### src/rtl/regfile_param.sv
// regfile_param: parameterised register file with a hardware clear
// sequence, optional hardwired x0, write bypass and registered reads.
// Ports: clk, rst (sync, active high); wr_en/wr_reg/wr_data write port;
// rd_reg_1/rd_reg_2 -> rd_data_1/rd_data_2; ready = clear complete.
module regfile_param #(
   parameter int DATA_WIDTH = 32,
   parameter int ADDR_WIDTH = 5,
   parameter bit ZERO_REG   = 1'b1,
   parameter bit BYPASS     = 1'b1,
   parameter bit REG_READ   = 1'b0
) (
   input  logic                  clk,
   input  logic                  rst,
   input  logic                  wr_en,
   input  logic [ADDR_WIDTH-1:0] wr_reg,
   input  logic [DATA_WIDTH-1:0] wr_data,
   input  logic [ADDR_WIDTH-1:0] rd_reg_1,
   input  logic [ADDR_WIDTH-1:0] rd_reg_2,
   output logic [DATA_WIDTH-1:0] rd_data_1,
   output logic [DATA_WIDTH-1:0] rd_data_2,
   output logic                  ready
);

   localparam int NUM_REGS = 2 ** ADDR_WIDTH;

   typedef enum logic {
      INIT  = 1'b0,
      READY = 1'b1
   } state_e;

   state_e                state_q, state_d;
   logic [ADDR_WIDTH-1:0] clr_idx_q, clr_idx_d;
   logic [DATA_WIDTH-1:0] mem_q [NUM_REGS];
   logic                  wr_ok;
   logic [ADDR_WIDTH-1:0] rd_addr [2];
   logic [DATA_WIDTH-1:0] rd_d [2];

   always_ff @(posedge clk) begin
      if (rst) begin
         state_q   <= INIT;
         clr_idx_q <= '0;
      end else begin
         state_q   <= state_d;
         clr_idx_q <= clr_idx_d;
      end
   end

   // Clear walks every index once; the last index hands over to
   // READY and holds the counter so it cannot wrap back.
   always_comb begin
      state_d   = state_q;
      clr_idx_d = clr_idx_q;
      unique case (state_q)
         INIT: begin
            if (&clr_idx_q) begin
               state_d = READY;
            end else begin
               clr_idx_d = clr_idx_q + 1'b1;
            end
         end
         READY: begin
            state_d = READY;
         end
         default: begin
            state_d = INIT;
         end
      endcase
   end

   assign wr_ok = (state_q == READY) && wr_en &&
                  !(ZERO_REG && (wr_reg == '0));

   always_ff @(posedge clk) begin
      if (!rst) begin
         if (state_q == INIT) begin
            mem_q[clr_idx_q] <= '0;
         end else if (wr_ok) begin
            mem_q[wr_reg] <= wr_data;
         end
      end
   end

   assign rd_addr[0] = rd_reg_1;
   assign rd_addr[1] = rd_reg_2;

   // Read value per port; forced to zero until the clear is done.
   always_comb begin
      for (int i = 0; i < 2; i++) begin
         rd_d[i] = '0;
         if (state_q == READY) begin
            if (ZERO_REG && (rd_addr[i] == '0)) begin
               rd_d[i] = '0;
            end else if (BYPASS && wr_ok &&
                         (wr_reg == rd_addr[i])) begin
               rd_d[i] = wr_data;
            end else begin
               rd_d[i] = mem_q[rd_addr[i]];
            end
         end
      end
   end

   generate
      if (REG_READ) begin : g_rr
         logic [DATA_WIDTH-1:0] rd_q [2];

         always_ff @(posedge clk) begin
            if (rst || (state_q == INIT)) begin
               rd_q[0] <= '0;
               rd_q[1] <= '0;
            end else begin
               rd_q[0] <= rd_d[0];
               rd_q[1] <= rd_d[1];
            end
         end

         assign rd_data_1 = rd_q[0];
         assign rd_data_2 = rd_q[1];
      end else begin : g_comb
         assign rd_data_1 = rd_d[0];
         assign rd_data_2 = rd_d[1];
      end
   endgenerate

   assign ready = (state_q == READY);

`ifndef SYNTHESIS
   a_ready_fall : assert property (
      @(posedge clk) $fell(ready) |-> $past(rst));

   a_init_zero : assert property (
      @(posedge clk) (state_q == INIT) |->
         ((rd_data_1 == '0) && (rd_data_2 == '0)));

   generate
      if (ZERO_REG && !REG_READ) begin : g_a_zc
         a_x0_1 : assert property (
            @(posedge clk) (rd_reg_1 == '0) |-> (rd_data_1 == '0));
         a_x0_2 : assert property (
            @(posedge clk) (rd_reg_2 == '0) |-> (rd_data_2 == '0));
      end else if (ZERO_REG) begin : g_a_zr
         a_x0_1 : assert property (
            @(posedge clk) ($past(rd_reg_1) == '0) |->
               (rd_data_1 == '0));
         a_x0_2 : assert property (
            @(posedge clk) ($past(rd_reg_2) == '0) |->
               (rd_data_2 == '0));
      end
   endgenerate
`endif

endmodule
### config.mk
export PLATFORM = sky130hd
export DESIGN_NAME = regfile_param
export DESIGN_NICKNAME = d
export VERILOG_FILES = /design/src/rtl/regfile_param.sv
export SDC_FILE = /design/constraint.sdc
export NUM_CORES = 1
export LEC_CHECK = 0
export BUFFER_PORTS_ARGS = -buffer_cell sky130_fd_sc_hd__buf_2
export CORE_MARGIN = 1
export CORE_UTILIZATION = 70
export CTS_BUF_LIST = sky130_fd_sc_hd__clkbuf_2
export DETAILED_ROUTE_END_ITERATION = 10
export GPL_ROUTABILITY_DRIVEN = 1
export PLACE_DENSITY_LB_ADDON = 0.08
export SLEW_MARGIN = 15
export SYNTH_ARGS = -nofsm -noshare
export SYNTH_HDL_FRONTEND = slang
export SYNTH_SLANG_ARGS = --single-unit
### constraint.sdc
create_clock -name clk -period 11.4 [get_ports clk]
set_clock_uncertainty 0.1 [all_clocks]
set_input_delay 2.28 -clock clk [delete_from_list [all_inputs] [get_ports clk]]
set_output_delay 2.28 -clock clk [all_outputs]
set_load 0.05 [all_outputs]
==> results.json, run 1 <==
{
  "status": "finished, final reports clean",
  "grt_max_degree": 117,
  "fin_crit_sh": 0.7413,
  "ant_nets": 0,
  "hold_viol_final": 0,
  "synth.avg_cell_area_um2": 19.73,
  "die_area_mm2": 0.06970,
  "p_int_w": 0.005244,
  "grt_pass1_wl_mm": 205.2,
  "cts_resized": 0,
  "relSlewSlack": 0.1678,
  "tritoncts": "yes",
  "swShare": 0.2558,
  "yosysWarnings": 0,
  "seqPwrFrac": 0.587,
  "min_period_ns": 8.451,
  "placed_area_mm2": 0.04974,
  "power_frac_comb": 0.074,
  "yosysSeqAreaShare": 0.6424,
  "routed_via_density": 7.951,
  "ys_seq_elements": 1030,
  "synth_nets": 2487,
  "drt_iter0_markers": 4664,
  "clock_path_buffers": 3,
  "clockRootBuffer": "clkbuf_2",
  "gp_congestion": 0.9187,
  "yosys_most_used_dff": "edfxtp_1",
  "peakVddDrop_v": 0.00009926,
  "synth_top_area_cell": "edfxtp_1",
  "hold_class": "reg -> reg",
  "track_usage": 0.4229,
  "yosys.cell_count.top_type": "edfxtp_1",
  "synth_cell_types": 45,
  "crit_required_ns": 9.02,
  "final_nets": 2699,
  "syn_to_final_growth_pct": 8.126,
  "setup_viol": 0,
  "cts_setup_buffers": 0,
  "fmax_ghz": 0.1183,
  "rsz0062_at_grt": "no",
  "worstMarginPinSlew_ns": 1.244,
  "hpwlAfterDp_mm": 79.22,
  "netlist_area_mm2": 0.04805,
  "cts_made_buffers": 238,
  "netlist.area_leader.share": 0.6399,
  "clock_latency_ns": 1.48,
  "final_area_mm2": 0.05196,
  "wire_per_inst_um": 38.28,
  "fp.dieH_um": 264.0,
  "slew_violations": 0,
  "drive_gt1_frac": 0.3881,
  "fin_util": 0.7696,
  "worstPathArrival_ns": 6.07,
  "async_reset_ff_frac": 0,
  "routed_wl_mm": 142.3,
  "startpoint_type": "input port",
  "fp.coreArea_mm2": 0.06751,
  "clk_pin_slew_ns": 0.10,
  "io_buffers": 114,
  "endpoint_kind": "primary output",
  "synthTopCellsByCount": "1024 x edfxtp_1, 512 x mux4_2, 110 x clkbuf_1, 97 x a211oi_1, 76 x buf_2",
  "hold_buffers": 0,
  "syn_inst": 2435,
  "dr.pass1.iters": 6,
  "fp.dieW_um": 264.0,
  "antenna_found_initial": 6,
  "first_global_vias": 29980,
  "drc": 0,
  "floorplan.initialDensity": 0.7117,
  "grt.overflow.total": 0,
  "setup_tns_ns": 0,
  "yosys-top-cells-area": "edfxtp_1 64%, mux4_2 24%, a211oi_1 1.5%",
  "ios": 115,
  "synth_edf_count": 1024,
  "cts_htree_levels": 4,
  "cp_max_fo": 31,
  "p_leak_nw": 15.43,
  "power_density_mw_per_mm2": 135.6,
  "rows": 95,
  "cts_num_sinks": 1030,
  "vias": 29560,
  "critical_path_class": "in -> out",
  "cap_violations": 0,
  "clkPwrFrac": 0.339,
  "p_sw_w": 0.001802
}
## per-stage QoR
step                      std cells  hold WS [ns]  setup slack [ns]  total power [W]
after detailed placement       3280        0.4785             3.191         0.004729
after CTS                      3715        0.4952             3.155         0.007037
after global routing           3716        0.5270             2.938         0.007237
final                          3717        0.4894             2.949         0.007046
after floorplan                2435        0.4050             4.637         0.004565
after global placement         3280        0.4543             3.170         0.004720
## final cells by class
cell class                      instances  area [um2]
Timing Repair Buffer                  178        1174
Tap cell                              873        1092
Fill cell                            3718       15560
Clock buffer                          343        1717
Sequential cell                      1030       30870
Clock inverter                         92       490.5
Inverter                                6       22.52
Multi-Input combinational cell       1193       16590
Antenna cell                            2       5.005
## critical path, cell delays in order
cell     delay, ns
buf_4         0.34
buf_4         0.51
buf_4         0.55
or2_2         0.95
o22ai_1       0.26
nor3_1        0.61
a221o_1       0.25
buf_2         0.27
## flip-flops by register name, indices dropped and copies added (netlist names)
signal	count
mem_q	1024
clr_idx_q	5
ready	1
## layer usage
metal	track usage	vias up	part of all wire	wire length, um
li1	-	11240	-	-
met1	0.5729	14820	0.32	46000
met2	0.6046	2904	0.44	63260
met3	0.1602	597	0.17	24590
met4	0.2302	2	0.059	8427
met5	0	-	0.000091	13
## final timing paths
path | startpoint | to | slack [ns] | depth (start not counted)
worst max-delay path | rd_reg_1[4] | rd_data_1[0] | 2.95 | 8
worst min-delay path | clr_idx_q[4]$_SDFFE_PP0P_ | clr_idx_q[4]$_SDFFE_PP0P_ | 0.49 | 2
worst max register to register | ready$_SDFF_PP0_ | mem_q[11][0]$_DFFE_PP_ | 7.06 | 5
worst min register to register | clr_idx_q[4]$_SDFFE_PP0P_ | clr_idx_q[4]$_SDFFE_PP0P_ | 0.49 | 2
## power groups by stage
stage / Sequential (W) / Clock, W / Combinational (W)
finish: 0.00414 / 0.00239 / 0.000518
global route: 0.00414 / 0.00256 / 0.000534
CTS: 0.00414 / 0.00239 / 0.000508
detailed placement: 0.00422 / 0 / 0.000506
global placement: 0.00422 / 0 / 0.000500
floorplan: 0.00422 / 0 / 0.000346
## cells by family (layout without fill, tap and decap cells)
family	Yosys count	in the layout	synth area share
buffers and inverters	212	619	0.01935
multiplexers	580	580	0.2542
XOR/XNOR	13	13	0.002369
adder cells (fa/ha/maj)	2	2	0.0005207
flip-flops	1030	1030	0.6424
other	0	2	0
AND/OR/NAND/NOR	262	262	0.02823
AO/OA/AOI/OAI	336	336	0.05296
## cell usage in the layout (no fill, tap or decap), types with 60 or more instances in the layout
master / n
buf_4: 61
mux4_2: 512
a22oi_1: 60
buf_2: 106
clkbuf_2: 343
edfxtp_1: 1024
nor2b_1: 64
mux2i_1: 67
a211oi_1: 97
o22ai_1: 66
clkinv_1: 76
a221o_1: 63
No activity file was read; power rests on OpenSTA's default activity.
==> run 2, diff against run 1 <==
- CORE_UTILIZATION: 70 -> 59
- clock period: 11.4 -> 6.9 ns (I/O delays scaled with it)
==> run 2 against run 1 <==
  * Utilization shrank 11 points
  * Non-clock buffer count is 60 higher
  * Worst hold slack got worse by 0.036 ns
  * Register-to-register slack lost 4.2 ns
  * Cell count rose by 7.1%
  * Sequential power up 65%
  * Power increased by 68%
  * Global-route usage shrank 5.7 points
  * Worst setup slack worse by 2.2 ns
  * Critical path depth unchanged
  * Die area increased by 18%
  * First-iteration DRC count decreased by 15%
==> results.json, run 2 (synthesis results as in run 1) <==
{
  "p_leak_nw": 15.92,
  "die_area_mm2": 0.08259,
  "hold_path_startpoint": "wr_data[15]",
  "clock_latency_ns": 1.51,
  "hpwlAfterDp_mm": 85.96,
  "min_to": "mem_q[10][15]$_DFFE_PP_",
  "critical_path_class": "in -> out",
  "cts_setup_buffers": 0,
  "fin_util": 0.6574,
  "drive_gt1_frac": 0.4132,
  "wire_per_inst_um": 36.66,
  "setup_tns_ns": 0,
  "fin_crit_sh": 0.8939,
  "track_usage": 0.3655,
  "grt.overflow.total": 0,
  "fp.coreArea_mm2": 0.08055,
  "ant_nets": 0,
  "fmax_ghz": 0.1621,
  "startpoint": "wr_reg[4]",
  "drc": 0,
  "drt_iter0_markers": 3952,
  "tritoncts": "yes",
  "clk_pin_slew_ns": 0.11,
  "gp_congestion": 0.8634,
  "peakVddDrop_v": 0.0001686,
  "setup_viol": 0,
  "antenna_found_initial": 5,
  "relSlewSlack": 0.1092,
  "min_period_ns": 6.168,
  "slew_violations": 0,
  "status": "finished, final reports clean",
  "routed_wl_mm": 146.0,
  "min_path_cells": 2,
  "endpoint_kind": "primary output",
  "layout_commonest_cell": "edfxtp_1",
  "cp_common_cell": "buf_2",
  "startpoint_type": "input port",
  "first_global_vias": 30140,
  "fp.dieH_um": 287.4,
  "grt_pass1_wl_mm": 210.5,
  "r2r_setup_slack_ns": 2.82,
  "hold_viol_final": 0,
  "cp_max_fo": 25,
  "layout_common_cells": "1024 x edfxtp_1, 512 x mux4_2, 380 x clkbuf_2, 106 x buf_2, 104 x buf_4",
  "placed_area_mm2": 0.05062,
  "r2r_cells": 5,
  "path_cells": "buf_2, or4_4, o21ai_0, o311ai_4, buf_4, a211oi_1, a221o_1, buf_2",
  "final_area_mm2": 0.05295,
  "path_delay_family": "compound AO/OA/AOI/OAI gates",
  "syn_to_final_growth_pct": 10.20,
  "crit_buf_inv": 3,
  "rows": 104,
  "io_buffers": 114,
  "worstPathArrival_ns": 4.69,
  "cts_made_buffers": 280,
  "r2r_start": "ready$_SDFF_PP0_",
  "rsz0062_at_grt": "no",
  "dr.pass1.iters": 7,
  "fp.dieW_um": 287.4,
  "crit_required_ns": 5.42,
  "routed_via_density": 7.364,
  "grt_max_degree": 61,
  "cap_violations": 0,
  "hold_buffers": 1,
  "final_nets": 2801,
  "finalPower_w": 0.01185,
  "r2r-end": "mem_q[29][2]$_DFFE_PP_",
  "hold_class": "in -> reg",
  "dp_slack_ns": 0.8681,
  "finalWorstSetupSlack_ns": 0.7319,
  "floorplan.initialDensity": 0.5966,
  "largest_reg_flops": 1024,
  "cts_htree_levels": 5,
  "clock_path_buffers": 4,
  "worstMarginPinSlew_ns": 1.336,
  "critPathMaxStageDelay_ns": 0.69,
  "top_register": "mem_q",
  "clockRootBuffer": "clkbuf_2",
  "ios": 115,
  "cts_resized": 0,
  "power_density_mw_per_mm2": 223.8,
  "slowest_stage": "a211oi_1",
  "cts_num_sinks": 1030,
  "vias": 29320
}
-- run 2: cell type report --
type,instances,area (um2)
Clock inverter,67,392.9
Multi-Input combinational cell,1193,16590
Tap cell,1060,1326
Sequential cell,1030,30870
Timing Repair Buffer,238,1828
Inverter,6,22.52
Antenna cell,7,17.52
Fill cell,5536,27600
Clock buffer,380,1902
-- run 2: worst max-delay path by stage --
stage / to / slack, ns / cells past startpoint
6_report: rd_data_2[8] / 0.73 / 8
5_1_grt: rd_data_2[25] / 0.64 / 8
4_1_cts: rd_data_2[25] / 0.86 / 8
3_5_place_dp: rd_data_2[25] / 0.87 / 9
3_3_place_gp: rd_data_2[8] / 0.95 / 8
2_1_floorplan: rd_data_1[2] / 1.94 / 8
-- run 2: worst register-to-register path: stages (launching register included) --
cell	delay (ns)
dfxtp_1	0.71
o2111a_2	0.82
mux2i_1	0.33
nand2_1	0.30
nor2_4	0.91
buf_4	0.50
-- run 2: stage by stage --
stage / cells / hold WS, ns
after CTS: 3974 / 0.4700
after detailed placement: 3526 / 0.4512
final: 3981 / 0.4531
after global placement: 3525 / 0.4269
after global routing: 3980 / 0.3662
after floorplan: 2435 / 0.4050
-- run 2: power by group --
group	internal [W]	switching, W	total, W
sequential	0.00681	0.0000209	0.00684
clock	0.00166	0.00249	0.00414
combinational	0.000370	0.000501	0.000871
-- run 2: per-layer routing --
layer  vias to the layer above  track usage  routed length, um
li1                      11410            -                  -
met1                     15240       0.5097              52850
met2                      2247       0.5501              67770
met3                       410       0.1010              19270
met4                         0       0.1541               6055
met5                         -            0                  0
